<file path="src/rtl/adler32_pkg.sv">
`default_nettype none
// ==================================================================
// adler32_pkg : shared Adler-32 types and constants
// Rev 1.0
// ==================================================================
package adler32_pkg;

   typedef logic [15:0] adler_word_t;
   typedef logic [31:0] adler_sum_t;

   localparam adler_word_t ADLER_MOD    = 16'hFFF1;
   localparam adler_word_t ADLER_INIT_A = 16'h0001;
   localparam adler_word_t ADLER_INIT_B = 16'h0000;

endpackage
`default_nettype wire

</file>
<file path="src/rtl/adler32_mod_add.sv">
`default_nettype none
// ==================================================================
// adler32_mod_add : combinational (x + y) mod MOD, both operands < MOD
// Rev 1.0
// ==================================================================
module adler32_mod_add
   import adler32_pkg::*;
#(
   parameter int unsigned MOD = 32'(ADLER_MOD)
)
(
   input  adler_word_t x,
   input  adler_word_t y,
   output adler_word_t sum
);

   localparam logic [16:0] c_mod = 17'(MOD);

   logic [16:0] w_raw;
   logic        w_wrap;

   // Operands are already reduced, so one conditional subtract brings the sum below MOD.
   assign w_raw  = {1'b0, x} + {1'b0, y};
   assign w_wrap = (w_raw >= c_mod);
   assign sum    = w_wrap ? 16'(w_raw - c_mod) : w_raw[15:0];

endmodule
`default_nettype wire

</file>
<file path="src/rtl/adler32_stream.sv">
`default_nettype none
// ==================================================================
// adler32_stream : byte-serial Adler-32 with valid/ready in and out
// Rev 1.0
// ==================================================================
module adler32_stream
   import adler32_pkg::*;
#(
   parameter int          LEN_W = 32,
   parameter int unsigned MOD   = 32'(ADLER_MOD)
)
(
   input  logic             clk,
   input  logic             rst,
   input  logic             in_valid,
   output logic             in_ready,
   input  logic [7:0]       in_data,
   input  logic             in_last,
   output logic             out_valid,
   input  logic             out_ready,
   output logic [31:0]      out_data,
   output logic [LEN_W-1:0] out_len
);

   adler_word_t      r_a;
   adler_word_t      r_b;
   logic [LEN_W-1:0] r_cnt;
   logic             r_out_valid;
   adler_sum_t       r_out_data;
   logic [LEN_W-1:0] r_out_len;

   adler_word_t      w_a_next;
   adler_word_t      w_b_next;
   logic [LEN_W-1:0] w_cnt_inc;
   logic             w_in_fire;
   logic             w_out_fire;

   adler32_mod_add #(.MOD(MOD)) u_add_a (
      .x   (r_a),
      .y   ({8'h00, in_data}),
      .sum (w_a_next)
   );

   adler32_mod_add #(.MOD(MOD)) u_add_b (
      .x   (r_b),
      .y   (w_a_next),
      .sum (w_b_next)
   );

   // A held result blocks input unless it is being consumed in this same cycle.
   assign in_ready   = !r_out_valid || out_ready;
   assign w_in_fire  = in_valid && in_ready;
   assign w_out_fire = r_out_valid && out_ready;
   assign w_cnt_inc  = r_cnt + LEN_W'(1);

   always_ff @(posedge clk or posedge rst) begin
      if (rst) begin
         r_a         <= ADLER_INIT_A;
         r_b         <= ADLER_INIT_B;
         r_cnt       <= '0;
         r_out_valid <= 1'b0;
         r_out_data  <= '0;
         r_out_len   <= '0;
      end else if (w_in_fire && in_last) begin
         r_out_data  <= {w_b_next, w_a_next};
         r_out_len   <= w_cnt_inc;
         r_out_valid <= 1'b1;
         r_a         <= ADLER_INIT_A;
         r_b         <= ADLER_INIT_B;
         r_cnt       <= '0;
      end else begin
         if (w_in_fire) begin
            r_a   <= w_a_next;
            r_b   <= w_b_next;
            r_cnt <= w_cnt_inc;
         end
         if (w_out_fire) begin
            r_out_valid <= 1'b0;
         end
      end
   end

   assign out_valid = r_out_valid;
   assign out_data  = r_out_data;
   assign out_len   = r_out_len;

endmodule
`default_nettype wire

</file>
<file path="config.mk">
export PLATFORM = sky130hd
export DESIGN_NAME = adler32_stream
export DESIGN_NICKNAME = d
export VERILOG_FILES = /design/src/rtl/adler32_pkg.sv /design/src/rtl/adler32_mod_add.sv /design/src/rtl/adler32_stream.sv
export SDC_FILE = /design/constraint.sdc
export NUM_CORES = 1
export LEC_CHECK = 0
export ABC_AREA = 1
export CELL_PAD_IN_SITES_DETAIL_PLACEMENT = 0
export CELL_PAD_IN_SITES_GLOBAL_PLACEMENT = 1
export CORE_AREA = 2 2 172 174
export CTS_BUF_LIST = sky130_fd_sc_hd__clkbuf_16
export DETAILED_ROUTE_END_ITERATION = 12
export DIE_AREA = 0 0 174 176
export PLACE_DENSITY = 0.61
export SKIP_CTS_REPAIR_TIMING = 1
export SLEW_MARGIN = 20
export SYNTH_ARGS = -nofsm -noshare
export SYNTH_HDL_FRONTEND = slang
export SYNTH_SLANG_ARGS = --single-unit
</file>
<file path="constraint.sdc">
create_clock -name clk -period 12.5 [get_ports clk]
set_input_delay 1.875 -clock clk [delete_from_list [all_inputs] [get_ports clk]]
set_output_delay 1.875 -clock clk [all_outputs]
set_load 0.02 [all_outputs]
</file>
* After elaboration in Yosys (flattened, before gate mapping) *
Index checks and enable logic that the tools add are counted.

word-level totals
  register bits after elaboration = 129
  bits of input ports = 13
  output and inout bits = 66

operators by class
  add/subtract/negate cells = 5
  order comparisons = 2
  muxes and demuxes = 10
  reduce and logical (&&, ||, !) cells = 7

operator list
  kind                    count
  $mux 16                 6
  $mux 32                 2
  $ge 17x16->1 const B    2
  $add 32x1->32 const B   1
  $sub 16x16->16 const B  2
  $add 16x16->17          1
  $add 16x8->17           1
  $reduce_bool 2->1       2
  $logic_and 1x1->1       3
  $mux 1                  2
  $logic_not 1->1         1
  $logic_or 1x1->1        1

* Logic depth before layout (Yosys ltp) *
  depth after elaboration = 8
  mapped depth = 37
  depth with buffers taken out = 37

* Modules after synthesis *
From an unflattened synthesis, not the netlist that was laid out.

unflattened totals
  cell total of the unflattened synthesis = 1,368
  area, all modules = 9,277.6 sq um

modules (own cells, without submodules)
  module                      times used  cells each  area an instance (sq um)  seq. area each (sq um)
  adler32_stream              1           680         5,695.5                   3,229.3
  adler32_mod_add at u_add_a  1           348         1,809.2                   0.0
  adler32_mod_add at u_add_b  1           340         1,773.0                   0.0

* Worst setup path after synthesis *
Ideal clock, no wire load.

  kind = input-to-reg
  start point = input port in_data[0]
  end point = register r_out_data[20] (netlist: out_data[20])
  data arrival time = 5,696 ps
  path slack = 6,688 ps
  stages on the path = 34
  path through = ha_1 -> fa_1 -> nand2_1 -> nand2_1 -> nand3_1 -> nand2_1 -> nand2_1 -> nand3_1 -> nand2_1 -> nand2_1 -> nor2_1 -> nand3_2 -> nand3_4 -> nand2_1 -> nand2_1 -> ha_1 -> inv_1 -> fa_1 -> inv_1 -> nand3_2 -> nand2_2 -> nand2_1 -> nand2_2 -> xor2_4 -> inv_2 -> nor2_2 -> nand2_1 -> nor2_4 -> nand2_4 -> buf_2 -> nand4_1 -> nand2_1 -> nand2_1 -> nand2_1

between the ends
  word-level cells in the longest chain between the ends = 6

RTL lines
  item                                            RTL line                                      text
  from (decl)                                     adler32_stream.sv:17                          input logic [7:0] in_data,
  $add 16x8->17 (*)                               adler32_mod_add.sv:23                         assign w_raw = {1'b0, x} + {1'b0, y};
  $sub 16x16->16 or $ge 17x16->1 (tied branches)  adler32_mod_add.sv:25, adler32_mod_add.sv:24
  $mux 16 (*)                                     adler32_mod_add.sv:25                         assign sum = w_wrap ? 16'(w_raw - c_mod) : w_raw[15:0];
  named net u_add_a.sum[0]                        adler32_mod_add.sv:14                         output adler_word_t sum
  $add 16x16->17 (*)                              adler32_mod_add.sv:23
  $sub 16x16->16 or $ge 17x16->1 (tied branches)  adler32_mod_add.sv:25, adler32_mod_add.sv:24
  $mux 16 (*)                                     adler32_mod_add.sv:25
  to (signal assigned)                            adler32_stream.sv:65                          r_out_data <= {w_b_next, w_a_next};
  to (decl)                                       adler32_stream.sv:29                          adler_sum_t r_out_data;

Mark *: on every way through the listed nets, which the timed path passes. The rest lies on a longest branch.
A chain may end at the register's enable or synchronous reset.

* Worst setup path in the final report *
  start point = input port in_data[0]
  end point = register r_out_data[17] (netlist: out_data[17])

Same word-level chain as after synthesis.

==> run summary <==
On the worst path, the slowest cell contributes a delay of 0.51 ns. For the clock share of power, the log shows 0.267. The busiest metal layer after global routing was met2. Number of cells produced by synthesis: 1212.

The switching part of the total came out at 0.450. The chip width is 174 um. The global routing met3 resource utilization came out at 0.0241. The synthesized design spends more area on one cell type than any other, namely dfrtp_1. The fraction of synthesized cell area taken by the top area cell type is 0.378. For this run, design rule violations remaining after detail routing come to 0. The net switching component of the power is 839 uW. The source-to-sink clock delay at the later pin of the worst-skew pair is 0.44 ns, and the routability-driven placement congestion ratio is 0.831. Clock tree skew after final layout: 0.0162 ns. Setup repair after global routing left no endpoint under its margin. In this run the worst hold path is classified as flop to flop. The die footprint was 0.0306 sq mm. Counting cells, the worst reg-to-reg path comes to 30. Element type at the critical path end: a flop. Number of I/O port buffers: 78.

The predominant post-synthesis flop cell was dfrtp_1. For the number of global-route vias before repair, the log shows 7609. In this run the number of cells on the critical path is 32.

The maximum resistive drop on vdd was 0.0993 mV. In this run the worst path has a maximum fanout of 18. The run gives 0.174 as the overall fraction of global-route tracks in use. The cell that appears most often on the critical path is nand2_1. The post-route clock period utilization was 0.546. The library cells used most frequently in the layout, excluding fill and tap cells, are nand2_1, inv_1, dfrtp_1. Internal power comes to 1030 uW. The tools report the area of the core as 0.0285 sq mm. Setup violations remaining at the end of the flow were counted as 0. Worst path arrival time: 7.15 ns. The critical path is of the input pin to flop type.

The logs give 0.00509 uW for the leakage power total and 0 for the count of final max-slew check failures. Relative to the synthesized area, the layout overhead comes to 20.7%. The met2 global-route usage is 0.288, and the synthesized area is 0.00847 sq mm. The critical path data required time was 12.83 ns. The first global-routing pass estimated 41.8 mm of wire. The logs give 62 for the row count and 0 for the number of max-cap violations. Summed over all nets, the half-perimeter wirelength after detailed placement is 19.1 mm. Synthesis produced a netlist with a net count of 1258. The logs give 0.277 for the sequential share of power and 40 for the number of unique standard cell types used by synthesis.

The total count of hold-check failures in the final report is 0. The most frequent standard cell in the layout excluding fill and tap cells is nand2_1. At the pin with the least slew margin, the transition time is 0.866 ns. The logs give 0 for the final global-route overflow total and 0.422 for the relative slew slack. The number of stages on the worst hold path came out at 2. The wire length per cell was 15.4 um. Clock-pin slew was measured on the worst setup and hold paths at 0.07 ns. Counting the buffers created by CTS gives 17. The layout cell share with drive strength beyond 1 was 0.0702; the maximum number of pins on one net before global-route repair was 76. The routed wire length is 25.8 mm, and the number of flops mapped to enable cells by yosys is 0. The run gives 0.456 as the part of the total power dissipated in combinational logic. Together, buffers and inverters on the worst path number 4. The kind of cell with the highest combined delay along the critical path is simple AND/OR/NAND/NOR gates. The clock root buffer was clkbuf_16. The starting density of the core came out at 0.297. In this run, the number of DRC markers left after iteration 0 of detailed routing was 345.

In this run the mean area of a mapped cell was 6.99 sq um. Across all layers, the routed design uses 7693 vias. The logs give 0.381 for the post-synthesis sequential area ratio and 2 for the number of buffers on the longest clock path. In the final design database the tool counted 1330 nets.

The pre-CTS setup slack came out at 5.20 ns. The antenna diode count came out at 0. The tools report the initial antenna violation count as 0. TritonCTS built the clock tree.

The floorplan die height is 176 um, and the minimum clock period is 6.83 ns. Summed over all failing endpoints, the final setup total negative slack is 0 ns. The number of H-tree branching levels is 4. The length of the first detailed-routing pass in iterations is 4, and the power density of the placed cells is 183 mW/mm^2. STA classifies the critical path startpoint as an input pin. The tools report the met1 routing resource usage after global routing as 0.242. The flow ran to the end, and the final reports show no timing, DRC or antenna violations. In the post-synthesis netlist, the biggest area contributors are dfrtp_1, nand2_1, inv_1, nand3_1, ha_1. After synthesis the netlist holds a flip-flop and latch count of 129. The least setup slack across all paths after layout was 5.67 ns; the share of async-settable or async-resettable flops after synthesis was 1.00. In the routed layout, each cell is associated on average with a via count of 4.58. Pin placement for this block handled 79 I/O pins. Total clock sinks: 129. Based on the critical path, the design can be clocked at up to 0.147 GHz. Total number of yosys warnings: 0.

The largest individual stage delay along the critical path comes from the cell fa_1. The post-detailed-route count of antenna-violating nets is 0.
-- cell usage after synthesis, types with 4 or more instances --
library cell / number
a21oi_1: 14
and2_1: 6
buf_2: 6
clkbuf_1: 21
dfrtp_1: 128
ha_1: 31
inv_1: 148
inv_2: 5
nand2_1: 487
nand2_2: 14
nand3_1: 91
nand3_2: 5
nand3b_1: 6
nand4_1: 33
nor2_1: 56
nor2_2: 7
nor2_4: 5
nor3_1: 15
nor3_2: 4
o21ai_0: 50
o22ai_1: 17
xor2_1: 40
-- layout make-up --
type | count | area (sq um)
fillers | 3189 | 18300
multi-input cells | 901 | 4550
flip-flops and latches | 129 | 3230
repair buffers | 82 | 811
inverters | 153 | 579
well taps | 384 | 480
clock buffers | 17 | 425
clock inverters | 15 | 144
-- cells by family after synthesis --
family,synth area share
AOI/OAI and AO/OA,0.0567
adders and majority gates,0.0505
and+or+nand+nor,0.383
xor gates and xnor gates,0.0467
buffers and inverters,0.0824
DFF,0.381
-- flip-flops by register name (all words and copies together), names as in the netlist --
signal and flops:
out_data 32, out_len 32, r_cnt 32, r_a 16, r_b 16, out_valid 1
-- metrics by stage --
| stage | area, sq um | total power (uW) | hold WS [ns] | utilization | std cells |
|---|---|---|---|---|---|
| 2_1_floorplan | 8470 | 1120 | 0.453 | - | 1212 |
| 3_3_place_gp | 9650 | 1390 | 0.466 | 0.338 | 1649 |
| 3_5_place_dp | 9650 | 1380 | 0.468 | 0.338 | 1649 |
| 4_1_cts | 10200 | 1890 | 0.487 | 0.358 | 1681 |
| 5_1_grt | 10200 | 2010 | 0.499 | 0.358 | 1681 |
| 6_report | 10200 | 1870 | 0.479 | 0.358 | 1681 |
-- worst paths after layout --
| check | start | endpoint | slack [ns] |
|---|---|---|---|
| setup / recovery | in_data[0] | out_data[17] | 5.67 |
| hold / removal | out_data[0] | out_data[0] | 0.48 |
| setup reg to reg | r_a[0] | out_data[17] | 7.18 |
| hold reg to reg | out_data[0] | out_data[0] | 0.48 |
| max in group asynchronous | rst | r_a[3] | 9.34 |
| min in group asynchronous | rst | out_len[13] | 1.92 |
-- per-layer routing --
layer  wire length, um  up-vias
met4               247        0
met1             12900     3594
met3               653       17
met2             12100       98
li1                  -     3984
met5                 0        -
-- worst register-to-register path: cells and delay by family, from the launching register on --
kind | cells | cell delay [ns]
adder cells (fa/ha/maj) | 4 | 1.28
buffers and inverters | 3 | 0.34
flip-flops | 1 | 0.55
AND/OR/NAND/NOR | 23 | 3.06
-- power groups by stage --
stage | combinational, uW | clock, uW | sequential (uW)
floorplan | 573 | 0 | 546
global placement | 861 | 0 | 527
detailed placement | 855 | 0 | 525
CTS | 860 | 511 | 519
global route | 963 | 528 | 524
finish | 851 | 498 | 517
Note: power is estimated with default switching activity, not from simulation.
